`src/rtl/prv_trap_ctrl_if.sv`:
```
// Exception/return/interrupt bundle between the hazard unit, the trap
// controller and the machine-mode CSR file.
interface prv_trap_ctrl_if #(
    parameter int unsigned XLEN = 32
);
    // Pipeline / CSR side toward the controller
    logic [8:0]      exc_flags;
    logic            ret;
    logic            pipe_clear;
    logic [XLEN-1:0] epc;
    logic [XLEN-1:0] badaddr;
    logic [2:0]      irq;
    logic            mie_global;
    logic [2:0]      mie_mask;
    logic [XLEN-1:0] mtvec;
    logic [XLEN-1:0] mepc_r;

    // Controller results
    logic [XLEN-1:0] priv_pc;
    logic            insert_pc;
    logic            intr;
    logic            trap_we;
    logic            mret_we;
    logic [XLEN-1:0] mcause_o;
    logic [XLEN-1:0] mepc_o;
    logic [XLEN-1:0] mtval_o;

    // Driver of the request signals (hazard unit / CSR file)
    modport master (
        output exc_flags, ret, pipe_clear, epc, badaddr, irq,
        output mie_global, mie_mask, mtvec, mepc_r,
        input  priv_pc, insert_pc, intr, trap_we, mret_we,
        input  mcause_o, mepc_o, mtval_o
    );

    // The trap controller itself
    modport slave (
        input  exc_flags, ret, pipe_clear, epc, badaddr, irq,
        input  mie_global, mie_mask, mtvec, mepc_r,
        output priv_pc, insert_pc, intr, trap_we, mret_we,
        output mcause_o, mepc_o, mtval_o
    );
endinterface

```
`src/rtl/prv_trap_ctrl.sv`:
```
// Machine-mode trap controller: prioritises synchronous exceptions, waits for
// the pipeline to drain on interrupts, handles mret, and issues one-cycle
// redirect/commit strobes with latched mcause/mepc/mtval values.
module prv_trap_ctrl #(
    parameter int unsigned XLEN        = 32,
    parameter bit          VECTORED_EN = 1'b1
) (
    input  logic          CLK,
    input  logic          RST,
    prv_trap_ctrl_if.slave bus
);

    localparam logic [1:0] StIdle    = 2'd0;
    localparam logic [1:0] StIntWait = 2'd1;
    localparam logic [1:0] StTrap    = 2'd2;
    localparam logic [1:0] StRet     = 2'd3;

    localparam logic [XLEN-1:0] IntBit = {1'b1, {(XLEN-1){1'b0}}};

    logic [1:0]      state_q, state_d;
    logic            intr_q, intr_d;
    logic            insert_q, insert_d;
    logic            trap_we_q, trap_we_d;
    logic            mret_we_q, mret_we_d;
    logic [XLEN-1:0] priv_pc_q, priv_pc_d;
    logic [XLEN-1:0] mcause_q, mcause_d;
    logic [XLEN-1:0] mepc_q, mepc_d;
    logic [XLEN-1:0] mtval_q, mtval_d;

    logic            exc_any;
    logic [4:0]      exc_code;
    logic            exc_has_tval;
    logic [2:0]      irq_act;
    logic            irq_pending;
    logic [4:0]      int_code;
    logic [XLEN-1:0] vec_base;
    logic            vec_mode;

    assign exc_any     = |bus.exc_flags;
    assign irq_act     = bus.irq & bus.mie_mask;
    assign irq_pending = bus.mie_global & (|irq_act);
    assign vec_base    = {bus.mtvec[XLEN-1:2], 2'b00};
    assign vec_mode    = VECTORED_EN && (bus.mtvec[1:0] == 2'b01);

    // Synchronous exception priority encoder; breakpoint and ecall carry no mtval
    always_comb begin
        exc_code     = 5'd0;
        exc_has_tval = 1'b1;
        if (bus.exc_flags[0]) begin
            exc_code = 5'd1;
        end else if (bus.exc_flags[1]) begin
            exc_code = 5'd0;
        end else if (bus.exc_flags[2]) begin
            exc_code = 5'd2;
        end else if (bus.exc_flags[3]) begin
            exc_code     = 5'd3;
            exc_has_tval = 1'b0;
        end else if (bus.exc_flags[4]) begin
            exc_code     = 5'd11;
            exc_has_tval = 1'b0;
        end else if (bus.exc_flags[5]) begin
            exc_code = 5'd4;
        end else if (bus.exc_flags[6]) begin
            exc_code = 5'd5;
        end else if (bus.exc_flags[7]) begin
            exc_code = 5'd6;
        end else if (bus.exc_flags[8]) begin
            exc_code = 5'd7;
        end
    end

    // Interrupt priority: external > software > timer
    always_comb begin
        int_code = 5'd7;
        if (irq_act[2]) begin
            int_code = 5'd11;
        end else if (irq_act[0]) begin
            int_code = 5'd3;
        end
    end

    // Next-state and registered-output values; strobes default to a single cycle
    always_comb begin
        state_d   = state_q;
        intr_d    = intr_q;
        insert_d  = 1'b0;
        trap_we_d = 1'b0;
        mret_we_d = 1'b0;
        priv_pc_d = priv_pc_q;
        mcause_d  = mcause_q;
        mepc_d    = mepc_q;
        mtval_d   = mtval_q;
        case (state_q)
            StIdle, StIntWait: begin
                if (exc_any) begin
                    state_d   = StTrap;
                    intr_d    = 1'b0;
                    insert_d  = 1'b1;
                    trap_we_d = 1'b1;
                    priv_pc_d = vec_base;
                    mcause_d  = XLEN'(exc_code);
                    mepc_d    = bus.epc;
                    mtval_d   = exc_has_tval ? bus.badaddr : '0;
                end else if (state_q == StIdle) begin
                    if (bus.ret) begin
                        state_d   = StRet;
                        insert_d  = 1'b1;
                        mret_we_d = 1'b1;
                        priv_pc_d = bus.mepc_r;
                    end else if (irq_pending) begin
                        state_d = StIntWait;
                        intr_d  = 1'b1;
                    end
                end else if (!irq_pending) begin
                    // Interrupt withdrawn before the pipeline drained
                    state_d = StIdle;
                    intr_d  = 1'b0;
                end else if (bus.pipe_clear) begin
                    state_d   = StTrap;
                    intr_d    = 1'b0;
                    insert_d  = 1'b1;
                    trap_we_d = 1'b1;
                    priv_pc_d = vec_mode ? (vec_base + XLEN'({int_code, 2'b00})) : vec_base;
                    mcause_d  = IntBit | XLEN'(int_code);
                    mepc_d    = bus.epc;
                    mtval_d   = '0;
                end
            end
            default: begin
                // StTrap and StRet last exactly one cycle
                state_d = StIdle;
            end
        endcase
    end

    // State and output registers with synchronous reset
    always_ff @(posedge CLK) begin
        if (RST) begin
            state_q   <= StIdle;
            intr_q    <= 1'b0;
            insert_q  <= 1'b0;
            trap_we_q <= 1'b0;
            mret_we_q <= 1'b0;
            priv_pc_q <= '0;
            mcause_q  <= '0;
            mepc_q    <= '0;
            mtval_q   <= '0;
        end else begin
            state_q   <= state_d;
            intr_q    <= intr_d;
            insert_q  <= insert_d;
            trap_we_q <= trap_we_d;
            mret_we_q <= mret_we_d;
            priv_pc_q <= priv_pc_d;
            mcause_q  <= mcause_d;
            mepc_q    <= mepc_d;
            mtval_q   <= mtval_d;
        end
    end

    // Strobes are masked by RST so a reset during the commit cycle cancels it
    assign bus.insert_pc = insert_q & ~RST;
    assign bus.trap_we   = trap_we_q & ~RST;
    assign bus.mret_we   = mret_we_q & ~RST;
    assign bus.intr      = intr_q;
    assign bus.priv_pc   = priv_pc_q;
    assign bus.mcause_o  = mcause_q;
    assign bus.mepc_o    = mepc_q;
    assign bus.mtval_o   = mtval_q;

endmodule

```
`src/flat_wrapper.sv`:
```
// flat-port wrapper written by rule: the top's interface ports become plain ports
module prv_trap_ctrl_flat 
#(
    parameter int unsigned XLEN        = 32,
    parameter bit          VECTORED_EN = 1'b1
)
  (CLK, RST, bus_exc_flags, bus_ret, bus_pipe_clear, bus_epc, bus_badaddr, bus_irq, bus_mie_global, bus_mie_mask, bus_mtvec, bus_mepc_r, bus_priv_pc, bus_insert_pc, bus_intr, bus_trap_we, bus_mret_we, bus_mcause_o, bus_mepc_o, bus_mtval_o);
  prv_trap_ctrl_if #(.XLEN(XLEN)) bus_i ();
  input  logic CLK;
  input  logic RST;
  input wire logic [$bits(bus_i.exc_flags)-1:0] bus_exc_flags;
  input wire logic [$bits(bus_i.ret)-1:0] bus_ret;
  input wire logic [$bits(bus_i.pipe_clear)-1:0] bus_pipe_clear;
  input wire logic [$bits(bus_i.epc)-1:0] bus_epc;
  input wire logic [$bits(bus_i.badaddr)-1:0] bus_badaddr;
  input wire logic [$bits(bus_i.irq)-1:0] bus_irq;
  input wire logic [$bits(bus_i.mie_global)-1:0] bus_mie_global;
  input wire logic [$bits(bus_i.mie_mask)-1:0] bus_mie_mask;
  input wire logic [$bits(bus_i.mtvec)-1:0] bus_mtvec;
  input wire logic [$bits(bus_i.mepc_r)-1:0] bus_mepc_r;
  output wire logic [$bits(bus_i.priv_pc)-1:0] bus_priv_pc;
  output wire logic [$bits(bus_i.insert_pc)-1:0] bus_insert_pc;
  output wire logic [$bits(bus_i.intr)-1:0] bus_intr;
  output wire logic [$bits(bus_i.trap_we)-1:0] bus_trap_we;
  output wire logic [$bits(bus_i.mret_we)-1:0] bus_mret_we;
  output wire logic [$bits(bus_i.mcause_o)-1:0] bus_mcause_o;
  output wire logic [$bits(bus_i.mepc_o)-1:0] bus_mepc_o;
  output wire logic [$bits(bus_i.mtval_o)-1:0] bus_mtval_o;
  assign bus_i.exc_flags = bus_exc_flags;
  assign bus_i.ret = bus_ret;
  assign bus_i.pipe_clear = bus_pipe_clear;
  assign bus_i.epc = bus_epc;
  assign bus_i.badaddr = bus_badaddr;
  assign bus_i.irq = bus_irq;
  assign bus_i.mie_global = bus_mie_global;
  assign bus_i.mie_mask = bus_mie_mask;
  assign bus_i.mtvec = bus_mtvec;
  assign bus_i.mepc_r = bus_mepc_r;
  assign bus_priv_pc = bus_i.priv_pc;
  assign bus_insert_pc = bus_i.insert_pc;
  assign bus_intr = bus_i.intr;
  assign bus_trap_we = bus_i.trap_we;
  assign bus_mret_we = bus_i.mret_we;
  assign bus_mcause_o = bus_i.mcause_o;
  assign bus_mepc_o = bus_i.mepc_o;
  assign bus_mtval_o = bus_i.mtval_o;
  prv_trap_ctrl #(.XLEN(XLEN), .VECTORED_EN(VECTORED_EN)) u_core (.CLK(CLK), .RST(RST), .bus(bus_i));
endmodule
```
`config.mk`:
```
export PLATFORM = sky130hd
export DESIGN_NAME = prv_trap_ctrl_flat
export DESIGN_NICKNAME = d
export VERILOG_FILES = /design/src/rtl/prv_trap_ctrl_if.sv /design/src/rtl/prv_trap_ctrl.sv /design/src/flat_wrapper.sv
export SDC_FILE = /design/constraint.sdc
export NUM_CORES = 1
export LEC_CHECK = 0
export CAP_MARGIN = 10
export CORE_ASPECT_RATIO = 0.7
export CORE_MARGIN = 2
export CORE_UTILIZATION = 43
export DETAILED_ROUTE_END_ITERATION = 12
export PLACE_DENSITY = 0.95
export SLEW_MARGIN = 0
export SYNTH_ARGS = -nofsm -noshare
export SYNTH_HDL_FRONTEND = slang
export SYNTH_SLANG_ARGS = --single-unit
```
`constraint.sdc`:
```
create_clock -name CLK -period 7.48 [get_ports CLK]
set_input_delay 1.496 -clock CLK [delete_from_list [all_inputs] [get_ports CLK]]
set_output_delay 1.496 -clock CLK [all_outputs]
set_load 0.01 [all_outputs]
```
==> metrics, run 1 <==
Routed Antenna Nets 0; Final nets around 1000; Finished Layout Cells 1034; layout cells sized above 1 slightly above 5%; setup_tns 0 ns; postcts setup bufs 0; clk sink count about 110; Worst Path Max Fanout 36; post-synthesis sequential area ratio approximately two fifths; total number of vias roughly 5600; status finished, final reports clean; skew final 0.00705 ns; I/O pin count 280; slew of the pin with the lowest slew margin roughly 0.95 ns; Max VDD drop ~0.12 mV; Post-synth EDFFs 0; DR iter-0 viols approximately 500; Worst EP arrival approximately 2.7 ns; initial antenna violation count 0; synthesis-to-layout area growth 53.8%; most frequent cells in the layout clkdlybuf4s50_1 (251), dfxtp_1 (107), nand2_1 (99), a21oi_1 (79), nor2_1 (68); largest family of logic cells by synthesized area compound AO/OA/AOI/OAI gates; DR WL/cell 16.9 um; critical path startpoint category input port; simple logic cell fraction of the synthesized area a little under a quarter; Critical Path RT 5.98 ns; root buffer selected by CTS clkbuf_16; fraction of registers with async set/reset 0%; Clock Latency Late Sink 0.34 ns; hold slack around 0.45 ns; slew margin rel. a little over a third; final wirelength approximately 17 mm; die height 96.2 um; Final setup viols 0; Antenna diodes 0; post-synthesis mux area share less than 1%; RSZ-0062 raised after global routing no; hold buffer count at CTS 0; largest net degree at the start of global routing 47; Bufs on Longest Clock Path 2; FP Rows 33; fin. max-slew vios 0; synthesized flop and latch total ~110; Inserted Clock Buffers 9; Final period util 55.8%; vias in the first global route 5208; Tmin final 4.18 ns; Total Routing Usage GR about a quarter; H-tree Lvls 3; dpl cells 1017; power density over cell area ~180 nW/um2; GPL Wtd Cong around 0.91; area of the core 11800 um2; final hold violation count 0; Netlist Area Pre-Place 5220 um2; grt ovf 0; Detailed Routing Iterations Pass 1 6; min-delay worst type flop to flop; critical setup path kind input port to output pin; clock edge transition at the registers on the reported setup and hold paths about 0.070 ns; CP max-delay cell buf_2; Compound-Gate Fraction of Synth Area 24.7%; DRC Markers 0; Syn. warnings 0; CP Cell Sequence buf_2 -> nor2b_1 -> clkdlybuf4s50_1; first-pass GRT wire length ~26 mm; Main synth FF type dfxtp_1; Synth Area per Inst around 8.0 um2; max incr delay on CP around 0.53 ns; CTS tree built; vias per cell ~5.5; initial core utilization roughly 44%; Lkg Pwr 3.06 nW; post-synth cell types 60; post-synthesis adder-cell area fraction less than 1%; chip width between 100 and 150 um; max-cap violation count 0; xor and xnor area share after synthesis 2.01%; Die Area around 13000 um2; commonest non-fill, non-tap cell in the layout clkdlybuf4s50_1; HPWL after detailed placement 13.0 mm; CP endpoint kind output pin; f_max between 200 and 250 MHz; cell count after synthesis between 600 and 700; Port Buffers about 250; # resized after CTS 0
-- power by group --
group          switching, W  internal (W)  total (W)
Combinational      0.000153      0.000178   0.000331
Clock              0.000211      0.000238   0.000448
Sequential        0.0000213      0.000608   0.000629
Total              0.000385       0.00102    0.00141
-- logic make-up after synthesis --
group	Yosys count
xor+xnor	12
mux	3
buf+inv	82
simple gates	249
other cells	1
compound gates	192
flops	107
fa+ha+maj	3
-- synthesized netlist by cell type (3+ instances only) --
| cell type | instances | share of area, % |
|---|---|---|
| o221ai_1 | 6 | 1.0 |
| a311oi_1 | 4 | 0.67 |
| nand2b_1 | 6 | 0.72 |
| and2_1 | 3 | 0.36 |
| dfxtp_1 | 107 | 41 |
| nor3_1 | 11 | 1.1 |
| ha_1 | 3 | 0.72 |
| and3_1 | 12 | 1.4 |
| clkbuf_1 | 38 | 2.7 |
| nor2b_1 | 4 | 0.48 |
| a21oi_1 | 80 | 7.7 |
| a22o_1 | 32 | 5.4 |
| nand3_1 | 10 | 0.96 |
| a31oi_1 | 7 | 0.84 |
| nor4_1 | 10 | 1.2 |
| o211ai_1 | 4 | 0.58 |
| buf_4 | 27 | 3.9 |
| buf_2 | 7 | 0.67 |
| nor2_1 | 70 | 5.0 |
| nand4_1 | 10 | 1.2 |
| inv_1 | 8 | 0.58 |
| o21ai_0 | 12 | 1.2 |
| a221oi_1 | 6 | 1.0 |
| a211oi_1 | 11 | 1.6 |
| xor2_1 | 4 | 0.67 |
| nand2_1 | 99 | 7.1 |
| o22ai_1 | 4 | 0.48 |
| xnor2_1 | 8 | 1.3 |
| nor4_2 | 3 | 0.72 |
| a211o_1 | 3 | 0.50 |
-- metrics by stage --
step | util (%) | setup WS (ns) | area (um2) | total power (W)
final | 68.2 | 3.30 | 8030 | 0.00141
after detailed placement | 65.6 | 2.70 | 7720 | 0.000968
after global placement | 65.6 | 2.77 | 7720 | 0.000961
after CTS | 68.0 | 3.06 | 8000 | 0.00142
after global routing | 68.2 | 3.14 | 8030 | 0.00147
after floorplan | - | 3.89 | 5320 | 0.000784
-- registers in the layout, indices dropped and copies added (netlist names) --
signal               cells
u_core.bus.mcause_o      5
u_core.trap_we_q         1
u_core.bus.priv_pc      32
u_core.bus.mtval_o      32
u_core.state_q           2
u_core.bus.intr          1
u_core.bus.mepc_o       32
u_core.insert_q          1
u_core.mret_we_q         1
-- final timing paths --
kind,startpoint,to,slack [ns],cells past startpoint
hold reg to reg,u_core.bus.mcause_o[31],u_core.bus.mcause_o[31],0.45,2
setup reg to reg,u_core.state_q[0],u_core.bus.mtval_o[24],4.94,5
hold / removal,u_core.bus.mcause_o[31],u_core.bus.mcause_o[31],0.45,2
setup / recovery,RST,bus_insert_pc,3.30,3
-- layer usage --
layer / track usage [%] / part of all wire, % / vias to the layer above
li1: - / - / 2725
met1: 32.8 / 41 / 2581
met2: 42.5 / 47 / 307
met3: 7.06 / 9.5 / 25
met4: 8.07 / 1.8 / 0
met5: 0 / 0 / -
-- cell type report --
| cell class | count | area (um2) |
|---|---|---|
| clock buffers | 12 | 246 |
| clock inverters | 4 | 32.5 |
| fillers | 921 | 3740 |
| inverters | 8 | 30.0 |
| multi-input cells | 486 | 2780 |
| flip-flops and latches | 107 | 2140 |
| well taps | 157 | 196 |
| repair buffers | 260 | 2600 |
-- critical path, delay by kind of cell --
family	cells	cell delay (ns)
buffers and inverters	2	1.04
AND/OR/NAND/NOR	1	0.13
(Power assumes the default switching activity.)
==> inputs of run 2 (changes only) <==
- CORE_UTILIZATION: 43 -> 36
- PLACE_DENSITY: 0.95 -> 0.88
- clock period: 7.48 -> 3.6 ns (I/O delays scaled with it)
==> metrics, run 2 (same netlist as run 1, synthesis figures left out) <==
status finished, final reports clean; dpl cells ~1100; CP endpoint kind flop; layout cells sized above 1 between 6 and 7%; largest net degree at the start of global routing 36; R2R Setup Slk between 1 and 1.5 ns; commonest non-fill, non-tap cell in the layout clkdlybuf4s50_1; chip width approximately 150 um; Routed Antenna Nets 0; R2R cell count 6; Final nets between 1000 and 1500; DRC Markers 0; clock edge transition at the registers on the reported setup and hold paths about 0.07 ns; # resized after CTS 0; Bufs on Longest Clock Path 2; Net Switching between 0.0008 and 0.0009 W; I/O pin count 280; Max VDD drop about 0.21 mV; min-delay worst type flop to flop; Final setup viols 0; Final period util between 80% and 90%; Tmin final about 3.0 ns; slew margin rel. around 44%; GPL Wtd Cong around 0.87; area of the core roughly 14000 um2; worst path bufs/invs 1; CTS tree built; fin. max-slew vios 0; Inserted Clock Buffers 9; f_max around 340 MHz; sequential power share ~45%; Antenna diodes 0; Clock Latency Late Sink roughly 0.34 ns; skew final approximately 0.007 ns; max-cap violation count 0; Die Area ~15000 um2; DR WL/cell around 17 um; total number of vias ~5700; R2R Path End u_core.bus.priv_pc[13]; part of the power in combinational logic between 20% and 30%; most frequent cells in the layout clkdlybuf4s50_1 (251), dfxtp_1 (107), nand2_1 (99), a21oi_1 (79), nor2_1 (68); Total Routing Usage GR 21.9%; Net Sw Frac approximately 28%; final hold violation count 0; H-tree Lvls 3; critical setup path kind input port to flop; synthesis-to-layout area growth 56.9%; clk sink count 107; CP delay by family, top simple AND/OR/NAND/NOR gates; max incr delay on CP just over 0.6 ns; Worst EP arrival 3.19 ns; Lkg Pwr ~3.1 nW; die height around 100 um; HPWL after detailed placement 13.9 mm; grt ovf 0; CP Cell Sequence clkdlybuf4s50_1 -> nand3_2 -> or4_4 -> nor4_4 -> mux2_1 -> a221oi_2 -> a211oi_2; RSZ-0062 raised after global routing no; initial antenna violation count 1; Critical R2R Launch u_core.state_q[1]; Worst Path Max Fanout 6; FP Rows 36; hold buffer count at CTS 0; Port Buffers 252; postcts setup bufs 0; final wirelength 18.0 mm; hold path depth 2; setup_tns 0 ns; Clk pwr share a little over 30%; Finished Layout Cells approximately 1100; power density over cell area between 300 and 400 nW/um2; first-pass GRT wire length 27.3 mm; vias per cell between 5 and 6; Detailed Routing Iterations Pass 1 5; initial core utilization about 37%; Worst Hold Launch u_core.bus.priv_pc[0]; DR iter-0 viols ~410; vias in the first global route around 5500; critical path startpoint category input port; Pint about 0.0021 W; root buffer selected by CTS clkbuf_16; CP max-delay cell clkdlybuf4s50_1; slew of the pin with the lowest slew margin approximately 0.83 ns; worst hold endpoint u_core.bus.priv_pc[0]; Critical Path RT between 3 and 4 ns
-- run 2: cell count changes in the layout (fill, tap and decap cells not counted), sizes merged --
cell      before  now
clkbuf        12    9
inv           10   11
clkinv         0    1
buf            9   25
clkinvlp       2    1
-- run 2: metal layers --
metal | GRT usage, % | vias up | wire (um)
met5 | 0 | - | 13
met2 | 37.0 | 297 | 8440
met3 | 8.47 | 18 | 2050
met4 | 5.24 | 2 | 226
li1 | - | 2749 | -
met1 | 26.3 | 2638 | 7260
-- run 2: power by group through the flow --
stage	Sequential (W)	Combinational (W)	Clock, W
after global routing	0.00132	0.000754	0.000991
after global placement	0.00133	0.000688	0
final	0.00131	0.000703	0.000910
after detailed placement	0.00133	0.000699	0
after CTS	0.00131	0.000702	0.000932
after floorplan	0.00136	0.000265	0
-- run 2: cell type report --
class | count | area (um2)
fill | 1239 | 5870
multi-input combinational | 486 | 2790
clock inverter | 5 | 38.8
inverter | 8 | 30.0
tap | 190 | 238
timing repair buffer | 276 | 2720
clock buffer | 9 | 225
sequential | 107 | 2140
-- run 2: worst max path at each step --
stage,start,cells past startpoint,end
CTS,bus_mtvec[13],7,u_core.bus.priv_pc[24]
finish,bus_mtvec[13],7,u_core.bus.priv_pc[24]
global route,bus_mie_mask[0],10,u_core.bus.priv_pc[28]
global placement,bus_mtvec[13],7,u_core.bus.priv_pc[24]
floorplan,bus_mtvec[1],7,u_core.bus.priv_pc[24]
detailed placement,bus_mtvec[13],7,u_core.bus.priv_pc[24]
-- run 2: worst min-delay path, delay by kind of cell (launching register included) --
family / cells / cell delay [ns]
flops: 1 / 0.31
simple gates: 1 / 0.05
compound gates: 1 / 0.05
-- run 2: stage by stage --
stage | hold slack, ns | setup slack [ns] | total power, W | area (um2) | util, %
global route | 0.480 | 0.562 | 0.00306 | 8190 | 58.3
finish | 0.452 | 0.628 | 0.00292 | 8190 | 58.3
global placement | 0.439 | 0.396 | 0.00202 | 7920 | 56.4
CTS | 0.452 | 0.703 | 0.00294 | 8190 | 58.3
detailed placement | 0.444 | 0.338 | 0.00203 | 7920 | 56.4
floorplan | 0.476 | 0.983 | 0.00163 | 5320 | -
